==> src/rtl/ps2_letter_decoder.sv <==
// ps2_letter_decoder
//   Receives raw PS/2 keyboard frames, validates start/parity/stop bits and
//   inter-edge timing, tracks make/break/extended prefixes, and turns letter
//   make codes into an ASCII byte with a one-cycle letter_valid pulse. The
//   Enter make code produces a separate one-cycle enter_pressed pulse.
//
// Ports
//   CLOCK_50      in   system clock, all flops on its rising edge
//   resetn        in   asynchronous active-low reset
//   PS2_CLK       in   keyboard clock (asynchronous)
//   PS2_DAT       in   keyboard data (asynchronous)
//   ascii_out     out  ASCII of last accepted letter (0x41-0x5A), held
//   letter_valid  out  one-cycle pulse when a new letter is accepted
//   enter_pressed out  one-cycle pulse on an Enter make code
//   frame_error   out  one-cycle pulse on bad start/parity/stop or timeout
module ps2_letter_decoder #(
  parameter int TIMEOUT_CYCLES = 50000
) (
  input  logic       CLOCK_50,
  input  logic       resetn,
  input  logic       PS2_CLK,
  input  logic       PS2_DAT,
  output logic [7:0] ascii_out,
  output logic       letter_valid,
  output logic       enter_pressed,
  output logic       frame_error
);

  localparam logic [15:0] TIMEOUT_LIM = 16'(TIMEOUT_CYCLES);

  typedef enum logic [1:0] {F_IDLE, F_DATA, F_PARITY, F_STOP} frame_state_t;
  typedef enum logic [1:0] {C_NORMAL, C_BREAK, C_EXT, C_EXT_BREAK} code_state_t;

  // Returns {hit, ascii}; hit is 0 for any scan code that is not a letter.
  function automatic logic [8:0] letter_lookup(input logic [7:0] code);
    case (code)
      8'h1C: letter_lookup = {1'b1, 8'h41};  // A
      8'h32: letter_lookup = {1'b1, 8'h42};  // B
      8'h21: letter_lookup = {1'b1, 8'h43};  // C
      8'h23: letter_lookup = {1'b1, 8'h44};  // D
      8'h24: letter_lookup = {1'b1, 8'h45};  // E
      8'h2B: letter_lookup = {1'b1, 8'h46};  // F
      8'h34: letter_lookup = {1'b1, 8'h47};  // G
      8'h33: letter_lookup = {1'b1, 8'h48};  // H
      8'h43: letter_lookup = {1'b1, 8'h49};  // I
      8'h3B: letter_lookup = {1'b1, 8'h4A};  // J
      8'h42: letter_lookup = {1'b1, 8'h4B};  // K
      8'h4B: letter_lookup = {1'b1, 8'h4C};  // L
      8'h3A: letter_lookup = {1'b1, 8'h4D};  // M
      8'h31: letter_lookup = {1'b1, 8'h4E};  // N
      8'h44: letter_lookup = {1'b1, 8'h4F};  // O
      8'h4D: letter_lookup = {1'b1, 8'h50};  // P
      8'h15: letter_lookup = {1'b1, 8'h51};  // Q
      8'h2D: letter_lookup = {1'b1, 8'h52};  // R
      8'h1B: letter_lookup = {1'b1, 8'h53};  // S
      8'h2C: letter_lookup = {1'b1, 8'h54};  // T
      8'h3C: letter_lookup = {1'b1, 8'h55};  // U
      8'h2A: letter_lookup = {1'b1, 8'h56};  // V
      8'h1D: letter_lookup = {1'b1, 8'h57};  // W
      8'h22: letter_lookup = {1'b1, 8'h58};  // X
      8'h35: letter_lookup = {1'b1, 8'h59};  // Y
      8'h1A: letter_lookup = {1'b1, 8'h5A};  // Z
      default: letter_lookup = 9'h000;
    endcase
  endfunction

  logic         clk_s1, clk_s2, clk_prev;
  logic         dat_s1, dat_s2;
  logic         fall;
  frame_state_t frame_state;
  logic [2:0]   bit_cnt;
  logic [7:0]   shift_byte;
  logic         parity_ok;
  logic [15:0]  idle_cnt;
  logic         byte_rdy;
  code_state_t  code_state;
  logic [7:0]   held_code;
  logic [8:0]   lookup;

  // Two-flop synchronisers plus one history flop for the clock edge detect.
  // Reset to 1 so an idle (high) bus never looks like a falling edge.
  always_ff @(posedge CLOCK_50 or negedge resetn) begin
    if (!resetn) begin
      clk_s1   <= 1'b1;
      clk_s2   <= 1'b1;
      clk_prev <= 1'b1;
      dat_s1   <= 1'b1;
      dat_s2   <= 1'b1;
    end else begin
      clk_s1   <= PS2_CLK;
      clk_s2   <= clk_s1;
      clk_prev <= clk_s2;
      dat_s1   <= PS2_DAT;
      dat_s2   <= dat_s1;
    end
  end

  assign fall = clk_prev & ~clk_s2;

  // Frame receiver. An edge always takes priority over the timeout, so a
  // frame that finishes exactly on the limit is still accepted.
  always_ff @(posedge CLOCK_50 or negedge resetn) begin
    if (!resetn) begin
      frame_state <= F_IDLE;
      bit_cnt     <= 3'd0;
      shift_byte  <= 8'h00;
      parity_ok   <= 1'b0;
      idle_cnt    <= 16'd0;
      frame_error <= 1'b0;
    end else begin
      frame_error <= 1'b0;
      if (fall) begin
        idle_cnt <= 16'd0;
        case (frame_state)
          F_IDLE: begin
            if (!dat_s2) begin
              frame_state <= F_DATA;
              bit_cnt     <= 3'd0;
            end else begin
              frame_error <= 1'b1;
            end
          end
          F_DATA: begin
            shift_byte <= {dat_s2, shift_byte[7:1]};  // LSB arrives first
            bit_cnt    <= bit_cnt + 3'd1;
            if (bit_cnt == 3'd7) frame_state <= F_PARITY;
          end
          F_PARITY: begin
            parity_ok   <= ^{shift_byte, dat_s2};     // odd parity over 9 bits
            frame_state <= F_STOP;
          end
          F_STOP: begin
            if (!(dat_s2 && parity_ok)) frame_error <= 1'b1;
            frame_state <= F_IDLE;
          end
          default: frame_state <= F_IDLE;
        endcase
      end else if (frame_state == F_IDLE) begin
        idle_cnt <= 16'd0;
      end else if (idle_cnt == TIMEOUT_LIM) begin
        frame_state <= F_IDLE;
        frame_error <= 1'b1;
        idle_cnt    <= 16'd0;
      end else begin
        idle_cnt <= idle_cnt + 16'd1;
      end
    end
  end

  // Complete, valid byte is available during the stop-bit edge cycle.
  assign byte_rdy = (frame_state == F_STOP) && fall && dat_s2 && parity_ok;
  assign lookup   = letter_lookup(shift_byte);

  // Scan-code handler: prefix tracking and make-code decoding.
  // held_code suppresses typematic repeats until its break code arrives.
  always_ff @(posedge CLOCK_50 or negedge resetn) begin
    if (!resetn) begin
      code_state    <= C_NORMAL;
      held_code     <= 8'h00;
      ascii_out     <= 8'h00;
      letter_valid  <= 1'b0;
      enter_pressed <= 1'b0;
    end else begin
      letter_valid  <= 1'b0;
      enter_pressed <= 1'b0;
      if (byte_rdy) begin
        case (code_state)
          C_NORMAL: begin
            if (shift_byte == 8'hF0) begin
              code_state <= C_BREAK;
            end else if (shift_byte == 8'hE0) begin
              code_state <= C_EXT;
            end else if (shift_byte != held_code) begin
              held_code <= shift_byte;
              if (shift_byte == 8'h5A) begin
                enter_pressed <= 1'b1;
              end else if (lookup[8]) begin
                ascii_out    <= lookup[7:0];
                letter_valid <= 1'b1;
              end
            end
          end
          C_BREAK: begin
            code_state <= C_NORMAL;
            if (shift_byte == held_code) held_code <= 8'h00;
          end
          C_EXT: begin
            code_state <= (shift_byte == 8'hF0) ? C_EXT_BREAK : C_NORMAL;
          end
          C_EXT_BREAK: code_state <= C_NORMAL;
          default:     code_state <= C_NORMAL;
        endcase
      end
    end
  end

endmodule

==> config.mk <==
export PLATFORM = sky130hd
export DESIGN_NAME = ps2_letter_decoder
export DESIGN_NICKNAME = d
export VERILOG_FILES = /design/src/rtl/ps2_letter_decoder.sv
export SDC_FILE = /design/constraint.sdc
export NUM_CORES = 1
export LEC_CHECK = 0
export BUFFER_PORTS_ARGS = -buffer_cell sky130_fd_sc_hd__buf_2
export CORE_AREA = 2 2 109 111
export CTS_BUF_LIST = sky130_fd_sc_hd__clkbuf_8
export DETAILED_ROUTE_END_ITERATION = 10
export DIE_AREA = 0 0 111 113
export PLACE_DENSITY = 0.41
export SLEW_MARGIN = 30
export SYNTH_ARGS = -nofsm -noshare
export SYNTH_HDL_FRONTEND = slang
export SYNTH_SLANG_ARGS = --single-unit
export TNS_END_PERCENT = 50
==> constraint.sdc <==
create_clock -name CLOCK_50 -period 6.65 [get_ports CLOCK_50]
set_input_delay 1.995 -clock CLOCK_50 [delete_from_list [all_inputs] [get_ports CLOCK_50]]
set_output_delay 1.995 -clock CLOCK_50 [all_outputs]
set_load 0.02 [all_outputs]
Word level (Yosys, flattened, before mapping)
Memories as Yosys holds them, arrays and structs flattened.
Cells that the tools add are included.
- reductions and logical operators: 18
- eq/ne operators: 21
- add/sub/neg operators: 2
- bitwise logic cells: 5
- multiplexer cells: 40
- operator list (cell ; count):
    2-to-1 mux 16 bit ; 3
    2-to-1 mux 8 bit ; 4
    2-to-1 mux 1 bit ; 18
    adder 16 x 1 -> 16 bit (second input constant) ; 1
    equality test 16 bit (second input constant) ; 1
    equality test 8 bit (second input constant) ; 2
    2-to-1 mux 2 bit ; 8
    case mux 8 bit (2 select lines) ; 1
    != test 2 bit (second input constant) ; 6
    2-to-1 mux 9 bit ; 1
    XOR reduction 9 bit ; 1
    equality test 2 bit (second input constant) ; 4
    equality test 8 x 7 -> 1 bit (second input constant) ; 1
    equality test 8 bit ; 1
    != test 8 bit ; 1
    case mux 2 bit (4 select lines) ; 1
    AND reduction 7 bit ; 1
    != test 3 bit (second input constant) ; 2
    case mux 2 bit (3 select lines) ; 1
    case mux 3 bit (2 select lines) ; 1
    AND reduction 2 bit ; 3
    AND reduction 6 bit ; 1
    nonzero test 2 bit ; 3
    equality test 2 x 1 -> 1 bit (second input constant) ; 2
    11 further kinds ; 18
- ROM bits: 896
- word-level logic and storage cells: 103
- memories kept: 1
- register bits after elaboration: 56
- input port bits: 4
- output and inout bits: 11
- memory list (name ; words ; bits a word ; rd ports ; clocked after memory_dff ; write ports ; line ; source):
    (no name shown) ; 128 ; 7 ; 1 ; 0 ; 0 ; 36 ; case (code)

Logic depth before layout (Yosys ltp)
Gate-level depths: netlist (run 1).
An unclocked memory read counts as a cell.
- depth in word-level cells: 9
- gate-level depth with buffers: 10
- mapped depth without buffers: 8

Least setup slack after synthesis (run 1)
Ideal clock, no wire load.
- path kind: register -> register
- start: reg shift_byte[0]
- end: reg ascii_out[0]
- library setup time: 125 ps
- slack: 4142 ps
- clock period less this slack: 2508 ps
- buffers on the path: 2
- data required time: 6525 ps
- arrival time: 2383 ps
- stages on the path, launching flop included: 11
- cell sequence: dfrtp_1 > clkbuf_1 > inv_1 > ha_1 > nor2b_1 > o2111a_1 > a41oi_1 > a41oi_1 > or4_1 > buf_6 > mux2_4
- longest elaborated chain between the ends: 3
- elaborated cells between the ends (all ways): 10
- classes of those cells: 4 x eq/ne; 1 x mux; 3 x bitwise; 1 x reduce/logical; 1 x memory
- ends and longest elaborated chain (what ; line ; source):
    from (decl) ; 72 ; logic [7:0] shift_byte;
    from (signal assigned) ; 124 ; shift_byte <= {dat_s2, shift_byte[7:1]};
    memory read (128 x 7 bit), or another cell as far along ; - ;
    2-to-1 mux 9 bit / inverter 1 bit (equally long branches) ; - ;
    AND reduction 7 bit (no source line) ; - ;
    to (signal assigned) ; 178 ; ascii_out <= lookup[7:0];
    to (decl) ; 23 ; output logic [7:0] ascii_out,
Parallel ways exist; a longest one is shown, timed or not.
A chain may end at the register's enable or synchronous reset.

Final worst setup path (run 1)
- start: reg shift_byte[1]
- end: reg ascii_out[2]
Same word-level chain as after synthesis.

==> impl_metrics.yaml, run 1 <==
status:
  status: "finished clean"
detailed_routing:
  ant_nets: 0
  wirelength_mm: 6.91
  via_count: 2393
  vias_per_cell: 4.85
  drt-pass1-iter-count: 4
  first_iter_violations: 116
  drcViolationCount: 0
  wire_per_inst_um: 14.0
worst_setup_path:
  required_ns: 6.86
  crit_top_cell: "a41oi_1"
  max_stage_delay_ns: 0.70
  path_buf_inv: 1
  cp_max_fo: 12
  criticalPathCategory: "flip-flop to flip-flop"
  path_depth: 8
  arrival_ns: 3.10
  r2r_cells: 8
  slowest_stage: "or4_1"
  start_kind: "flip-flop"
  crit_family: "simple AND/OR/NAND/NOR gates"
  endpoint_kind: "flip-flop"
  crit_chain: "inv_1 -> ha_1 -> nor2b_1 -> o2111a_1 -> a41oi_1 -> a41oi_1 -> or4_1 -> mux2_4"
cts:
  cts.repair.resized: 0
  hold_buffers: 0
  clk_latency_ns: 0.32
  cts.sinks: 54
  post_cts_buffers: 0
  cts-buffers-inserted: 5
  htree_levels: 2
  path_clk_slew_ns: 0.10
  clk_path_buf_depth: 2
  root_buffer: "clkbuf_8"
  cts_tree: "done"
place:
  io_buffers: 12
  place_congestion: 0.822
  place_area_mm2: 0.00339
  hpwl_mm: 4.70
  place_inst: 485
synthesis:
  postSynthAreaPerCell_um2: 9.28
  synth-xor-area-share: 0.0726
  synth_top_area_cell: "dfrtp_1"
  synth.area.top_cells: "dfrtp_1, ha_1, xor2_1"
  syn_area_mm2: 0.00326
  synth_compound_area_frac: 0.126
  synthFlopType: "dfrtp_1"
  yosysTopAreaCellShare: 0.376
  ys_async_sr_fraction: 1.00
  yosysSeqAreaShare: 0.417
  synth.area.mux_share: 0.0630
  synth_edf_count: 0
  ys_seq_elements: 54
  ys_warn_count: 0
  synth_simple_gate_area_frac: 0.200
  synth_cell_type_count: 53
  synthAdderAreaFrac: 0.0576
  synth_top_family_by_area: "simple AND/OR/NAND/NOR gates"
  postSynthCellCount: 351
pwr:
  netSwitchingPower_mw: 0.337
  intPower_mw: 0.561
  p_clk_frac: 0.216
  vdd_ir_drop_max_v: 0.000145
  p_leak_nw: 1.52
  pwr-share-seq: 0.471
  p_sw_frac: 0.375
  p_comb_frac: 0.312
  total_power_mw: 0.898
  power_density_mw_per_mm2: 258
cells_and_area:
  layoutNonFillerInstCount: 493
  diodes: 0
  area_growth_pct: 6.84
  nNetsFinal: 368
  layout-drive-gt1-share: 0.120
  finalInstanceArea_mm2: 0.00348
sta:
  hold_ws_ns: 0.361
  fin_crit_ns: 2.89
  setup_tns_ns: 0
  worst_pin_slew_ns: 0.723
  maxSlewHeadroom: 0.518
  setup_viol: 0
  finalMaxSlewViolations: 0
  fin_crit_sh: 0.435
  rsz0062_at_grt: "false"
  fin_skew_ns: 0.00841
  hold_violations: 0
  clock.fmax_ghz: 0.346
grt:
  grt_use_met1: 0.157
  grt_pass1_vias: 2332
  antenna_found_initial: 0
  grt_start_max_net_pins: 55
  grt_pass1_wl_mm: 11.8
  gr-total-overflow: 0
  gr-usage-met3: 0.0262
  grt_usage: 0.117
  met2_usage: 0.187
  busiest_layer: "met2"
worst_hold_path:
  hp-class: "flip-flop to flip-flop"
  min_path_cells: 0
floorplan:
  die_w_um: 111
  die_area_mm2: 0.0125
  ioPinCount: 15
  die_y_um: 113
  core_area_mm2: 0.0113
  row_count: 39
  initial_core_util: 0.289
job:
  drv_cap: 0
[area by class of cell]
cell class	instances	area, um^2
Clock buffer	6	82.6
Clock inverter	2	8.76
Fill cell	1149	7790
Inverter	19	71.3
Multi-Input combinational cell	254	1700
Sequential cell	54	1360
Tap cell	143	179
Timing Repair Buffer	15	82.6
[power groups by stage]
stage	Clock, mW	Sequential, mW	Combinational (mW)
global route	0.220	0.431	0.321
CTS	0.208	0.424	0.284
detailed placement	0	0.431	0.283
global placement	0	0.431	0.285
floorplan	0	0.381	0.264
finish	0.194	0.423	0.280
[cells by family after synthesis]
| kind of cell | count (synthesis) |
|---|---|
| AOI/OAI and AO/OA | 66 |
| xor gates and xnor gates | 27 |
| adders and majority gates | 15 |
| buffers and inverters | 44 |
| DFF | 54 |
| muxes | 17 |
| other | 1 |
| and+or+nand+nor | 127 |
[worst register-to-register path: cells and delay by family, from the launching register on]
family,cells,cell delay [ns]
AO/OA/AOI/OAI,3,0.49
adder cells (fa/ha/maj),1,0.25
buffers and inverters,1,0.21
flip-flops,1,0.63
multiplexers,1,0.37
AND/OR/NAND/NOR,2,0.83
[path summary, 6_finish.rpt]
| path | start | end | slack, ns |
|---|---|---|---|
| max | shift_byte[1] | ascii_out[2] | 3.76 |
| max reg2reg | shift_byte[1] | ascii_out[2] | 3.76 |
| min reg2reg | clk_s1 | clk_s2 | 0.36 |
| min | clk_s1 | clk_s2 | 0.36 |
| max in group asynchronous | resetn | idle_cnt[15] | 4.36 |
| min in group asynchronous | resetn | ascii_out[6] | 1.81 |
[Yosys cell counts (3+ instances only)]
cell      count
dfrtp_1      49
nor2_1       31
nand2_1      29
o21ai_0      25
inv_1        19
nand3_1      18
xor2_1       17
a21oi_1      16
ha_1         15
nor2b_1      10
xnor2_1      10
buf_2         8
clkbuf_1      8
mux2_2        8
nand2b_1      8
nor4_1        6
dfstp_2       5
mux2_4        5
buf_4         4
mux2i_1       4
nand4_1       4
nor3_1        4
a211oi_1      3
and3_1        3
buf_1         3
o31ai_1       3
[layout by cell type (no fill, tap or decap), drive strengths merged, types with 2 or more instances in the layout]
cell type / instances
and4: 2
inv: 20
mux2: 13
xor2: 17
nor4b: 2
nor3: 4
dfrtp: 49
o21ai: 25
a21o: 2
o31ai: 3
nor4: 6
buf: 15
conb: 2
or3: 2
ha: 15
xnor2: 10
a2111oi: 2
a21oi: 16
a41oi: 2
o32ai: 2
a211oi: 3
clkbuf: 6
nand2: 29
nor2: 31
dfstp: 5
nand3: 18
a32oi: 2
nand4: 5
mux2i: 4
and3: 3
nor2b: 11
nand2b: 8
[flip-flops by register name, indices dropped and copies added, names as in the netlist, 2 cells and up]
register and cells:
code_state 2, idle_cnt 16, shift_byte 8, ascii_out 6, bit_cnt 3, frame_state 2
held_code 8
[metal layers]
metal,part of all wire,wire length (um)
met5,0,0
met4,0.0088,61
met3,0.029,202
met2,0.47,3270
met1,0.49,3380
[stage by stage]
step	setup slack, ns	utilization
finish	3.76	0.309
global placement	3.86	0.301
detailed placement	3.77	0.301
floorplan	4.14	-
global route	3.63	0.309
CTS	3.76	0.309
(Power assumes the default switching activity.)
==> inputs of run 2 (changes only) <==
Settings changed: PLACE_DENSITY 0.41 to 0.43.
Clock period 6.65 ns to 2.41 ns, I/O delays scaled along.
==> impl_metrics.yaml, run 2 (synthesis results as in run 1) <==
status:
  status: "finished clean"
sta:
  fin_skew_ns: 0.0168
  maxSlewHeadroom: 0.607
  setup_viol: 0
  finalMaxSlewViolations: 0
  rsz0062_at_grt: "true"
  worst_slack_ns: 0.0302
  worst_pin_slew_ns: 0.590
  hold_violations: 0
  fin_crit_sh: 0.987
  fin_crit_ns: 2.38
  clock.fmax_ghz: 0.420
floorplan:
  die_area_mm2: 0.0125
  die_w_um: 111
  die_y_um: 113
  initial_core_util: 0.289
  row_count: 39
  ioPinCount: 15
  core_area_mm2: 0.0113
grt:
  grt_pass1_wl_mm: 12.5
  grt_usage: 0.121
  gr-total-overflow: 0
  grt_pass1_vias: 2438
  grt_start_max_net_pins: 31
  antenna_found_initial: 0
detailed_routing:
  via_count: 2508
  first_iter_violations: 113
  drcViolationCount: 0
  ant_nets: 0
  drt-pass1-iter-count: 4
  wire_per_inst_um: 14.1
  wirelength_mm: 7.37
  vias_per_cell: 4.80
place:
  pre_cts_slack_ns: 0.0717
  place_congestion: 0.789
  io_buffers: 12
  hpwl_mm: 5.26
worst_setup_path:
  required_ns: 2.63
  r2r_cells: 9
  cp_max_fo: 7
  criticalPathCategory: "flip-flop to flip-flop"
  startpoint: "shift_byte[1]"
  endpoint_kind: "flip-flop"
  arrival_ns: 2.60
  rr_startpoint: "shift_byte[1]"
  worst_r2r_endpoint: "ascii_out[3]"
  start_kind: "flip-flop"
  ff2ff_setup_slack_ns: 0.03
  crit_end: "ascii_out[3]"
cells_and_area:
  area_growth_pct: 16.1
  layout-drive-gt1-share: 0.203
  diodes: 0
  nNetsFinal: 397
  largestRegisters: "idle_cnt: 16 flops, held_code: 8 flops, shift_byte: 8 flops"
  final_cell_mix: "dfrtp_1, nor2_1, buf_4, nand2_1, o21ai_0"
  largest_reg_flops: 16
  max_flop_register: "idle_cnt"
  final_common_cell: "dfrtp_1"
  fin_util: 0.335
  n_fill_cell: 1178
cts:
  path_clk_slew_ns: 0.11
  cts.sinks: 54
  hold_buffers: 0
  clk_latency_ns: 0.32
  cts-buffers-inserted: 5
  cts_tree: "done"
  clk_path_buf_depth: 2
  htree_levels: 2
  root_buffer: "clkbuf_8"
pwr:
  power_density_mw_per_mm2: 716
  p_leak_nw: 1.68
  vdd_ir_drop_max_v: 0.000385
  total_power_mw: 2.71
job:
  drv_cap: 0
worst_hold_path:
  hp-class: "flip-flop to flip-flop"
-- run 2: cell count changes in the layout (fill, tap and decap cells not counted), moves of 2 or more --
cell	previous run	this run
a41oi_1	2	0
a41oi_2	0	2
buf_4	3	30
ha_1	15	13
ha_4	0	2
-- run 2: cell type report --
| type | count | area, um^2 | share of cell area |
|---|---|---|---|
| clock buffer | 5 | 68.8 | 0.0182 |
| clock inverter | 3 | 41.3 | 0.0109 |
| inverter | 19 | 71.3 | 0.0189 |
| multi-input combinational | 254 | 1750 | 0.462 |
| sequential | 54 | 1360 | 0.359 |
| tap | 143 | 179 | 0.0473 |
| timing repair buffer | 44 | 317 | 0.0837 |
-- run 2: what timing repair did --
action,CTS,global route
resized for setup,0,9
endpoints found under the setup margin,0,5
buffers inserted,0,2
-- run 2: how the worst min path moves through the flow --
stage                 from     end  cells after the start
floorplan           clk_s1  clk_s2                      0
global placement    clk_s1  clk_s2                      0
detailed placement  clk_s1  clk_s2                      0
CTS                 clk_s1  clk_s2                      0
global route        clk_s1  clk_s2                      0
finish              clk_s1  clk_s2                      0
-- run 2: through the flow --
stage	cells	instance area (um^2)	hold slack (ns)	TNS [ns]
after floorplan	352	3280	0.345	0
after global placement	512	3600	0.347	0
after detailed placement	512	3600	0.351	0
after CTS	520	3710	0.367	0
after global routing	522	3780	0.370	-0.221
final	522	3780	0.363	0
-- run 2: worst max-delay path: stages (launching register included) --
cell	delay (ns)
dfrtp_1	0.37
inv_2	0.07
ha_4	0.16
nor2b_4	0.12
o2111a_1	0.25
a41oi_2	0.16
a41oi_2	0.14
or4_1	0.55
buf_6	0.16
mux2_4	0.29
-- run 2: power by group --
part | switching [mW] | internal, mW
sequential | 0.123 | 0.989
clock | 0.318 | 0.307
combinational | 0.538 | 0.432
total | 0.979 | 1.73
-- run 2: layer usage --
metal / up-vias / GRT usage / wire, um
li1: 1264 / - / -
met1: 1203 / 0.161 / 3530
met2: 34 / 0.202 / 3560
met3: 7 / 0.0236 / 197
met4: 0 / 0.0325 / 85
met5: - / 0 / 0
==> inputs of run 3 (changes only) <==
Settings changed: CTS_CLUSTER_DIAMETER from default to 50, GPL_TIMING_DRIVEN from default to 0, PLACE_DENSITY 0.43 to default.
==> impl_metrics.yaml, run 3 (synthesis results as in run 1) <==
floorplan:
  row_count: 39
  core_area_mm2: 0.0113
  ioPinCount: 15
  initial_core_util: 0.289
  die_w_um: 111
  die_y_um: 113
  die_area_mm2: 0.0125
worst_setup_path:
  cp_max_fo: 6
  start_kind: "flip-flop"
  criticalPathCategory: "flip-flop to flip-flop"
  arrival_ns: 2.60
  endpoint_kind: "flip-flop"
  required_ns: 2.62
cells_and_area:
  layoutNonFillerInstCount: 522
  largest_reg_flops: 16
  fin_util: 0.334
  n_fill_cell: 1163
  final_common_cell: "dfrtp_1"
  max_flop_register: "idle_cnt"
  largestRegisters: "idle_cnt: 16 flops, held_code: 8 flops, shift_byte: 8 flops"
  finalInstanceArea_mm2: 0.00377
  diodes: 0
  final_cell_mix: "dfrtp_1, nor2_1, nand2_1, o21ai_0, buf_2"
  area_growth_pct: 15.6
  nNetsFinal: 397
  layout-drive-gt1-share: 0.198
grt:
  antenna_found_initial: 0
  gr-total-overflow: 0
  grt_usage: 0.124
  grt_start_max_net_pins: 55
  grt_pass1_wl_mm: 12.9
  grt_pass1_vias: 2668
pwr:
  vdd_ir_drop_max_v: 0.000545
  p_leak_nw: 1.66
  power_density_mw_per_mm2: 715
  total_power_mw: 2.69
sta:
  fin_crit_sh: 0.992
  worst_pin_slew_ns: 0.693
  hold_ws_ns: 0.363
  maxSlewHeadroom: 0.538
  setup_viol: 0
  fin_crit_ns: 2.39
  setup_tns_ns: 0
  fin_skew_ns: 0.0125
  hold_violations: 0
  finalMaxSlewViolations: 0
  clock.fmax_ghz: 0.418
  worst_slack_ns: 0.0192
  rsz0062_at_grt: "true"
detailed_routing:
  via_count: 2561
  drt-pass1-iter-count: 4
  wirelength_mm: 7.38
  vias_per_cell: 4.91
  drcViolationCount: 0
  ant_nets: 0
  wire_per_inst_um: 14.1
  first_iter_violations: 82
cts:
  cts-buffers-inserted: 5
  root_buffer: "clkbuf_8"
  hold_buffers: 0
  path_clk_slew_ns: 0.11
  clk_latency_ns: 0.31
  htree_levels: 2
  cts.sinks: 54
  cts_tree: "done"
  clk_path_buf_depth: 2
place:
  place_inst: 507
  io_buffers: 12
  pre_cts_slack_ns: -0.189
  hpwl_mm: 5.14
  place_congestion: 0.874
  place_area_mm2: 0.00352
worst_hold_path:
  hp-class: "flip-flop to flip-flop"
job:
  drv_cap: 0
status:
  status: "finished clean"
## run 3: changes by cell type in the layout (fill, tap and decap cells not counted), sizes merged
cell      delta
clkinvlp     -1
clkbuf       +6
clkinv       +1
buf          -6
## run 3: power breakdown
group / total (mW) / leakage (nW) / internal, mW / switching, mW
registers: 1.04 / 0.730 / 0.989 / 0.0527
clock network: 0.637 / 0.0587 / 0.316 / 0.321
logic: 1.01 / 0.870 / 0.386 / 0.627
total: 2.69 / 1.66 / 1.69 / 1.00
## run 3: worst paths after layout
check,startpoint,end,slack (ns),cells after the start
hold / removal,dat_s1,dat_s2,0.36,0
max in group asynchronous,resetn,shift_byte[0],1.51,1
setup / recovery,shift_byte[1],ascii_out[4],0.02,9
hold reg to reg,dat_s1,dat_s2,0.36,0
min in group asynchronous,resetn,idle_cnt[9],0.44,1
setup reg to reg,shift_byte[1],ascii_out[4],0.02,9
## run 3: worst max-delay path: stages (launching register included)
cell      delay [ns]
dfrtp_1         0.40
buf_6           0.14
inv_8           0.04
ha_4            0.15
nor2b_4         0.12
o2111a_1        0.25
a41oi_2         0.17
a41oi_2         0.13
or4_4           0.58
mux2_4          0.32
## run 3: repair_timing
| action | 4_1_cts | 5_1_grt |
|---|---|---|
| buffers inserted | 7 | 3 |
| endpoints found under the setup margin | 5 | 13 |
| gates resized for setup | 13 | 5 |
| pin swaps | 2 | 4 |
## run 3: area by class of cell
type | count | area, um^2 | share of cell area
plain buffers | 22 | 119 | 0.0316
clock buffers | 5 | 68.8 | 0.0183
clock inverters | 3 | 47.5 | 0.0126
inverters | 19 | 78.8 | 0.0209
multi-input cells | 254 | 1780 | 0.472
flip-flops and latches | 54 | 1360 | 0.360
well taps | 143 | 179 | 0.0475
repair buffers | 22 | 138 | 0.0365
## run 3: per-layer routing
layer / global-route usage / share of wire / wire, um
met5: 0 / 0 / 0
met4: 0.0400 / 0.015 / 108
met3: 0.0236 / 0.051 / 375
met2: 0.207 / 0.46 / 3410
met1: 0.164 / 0.47 / 3480
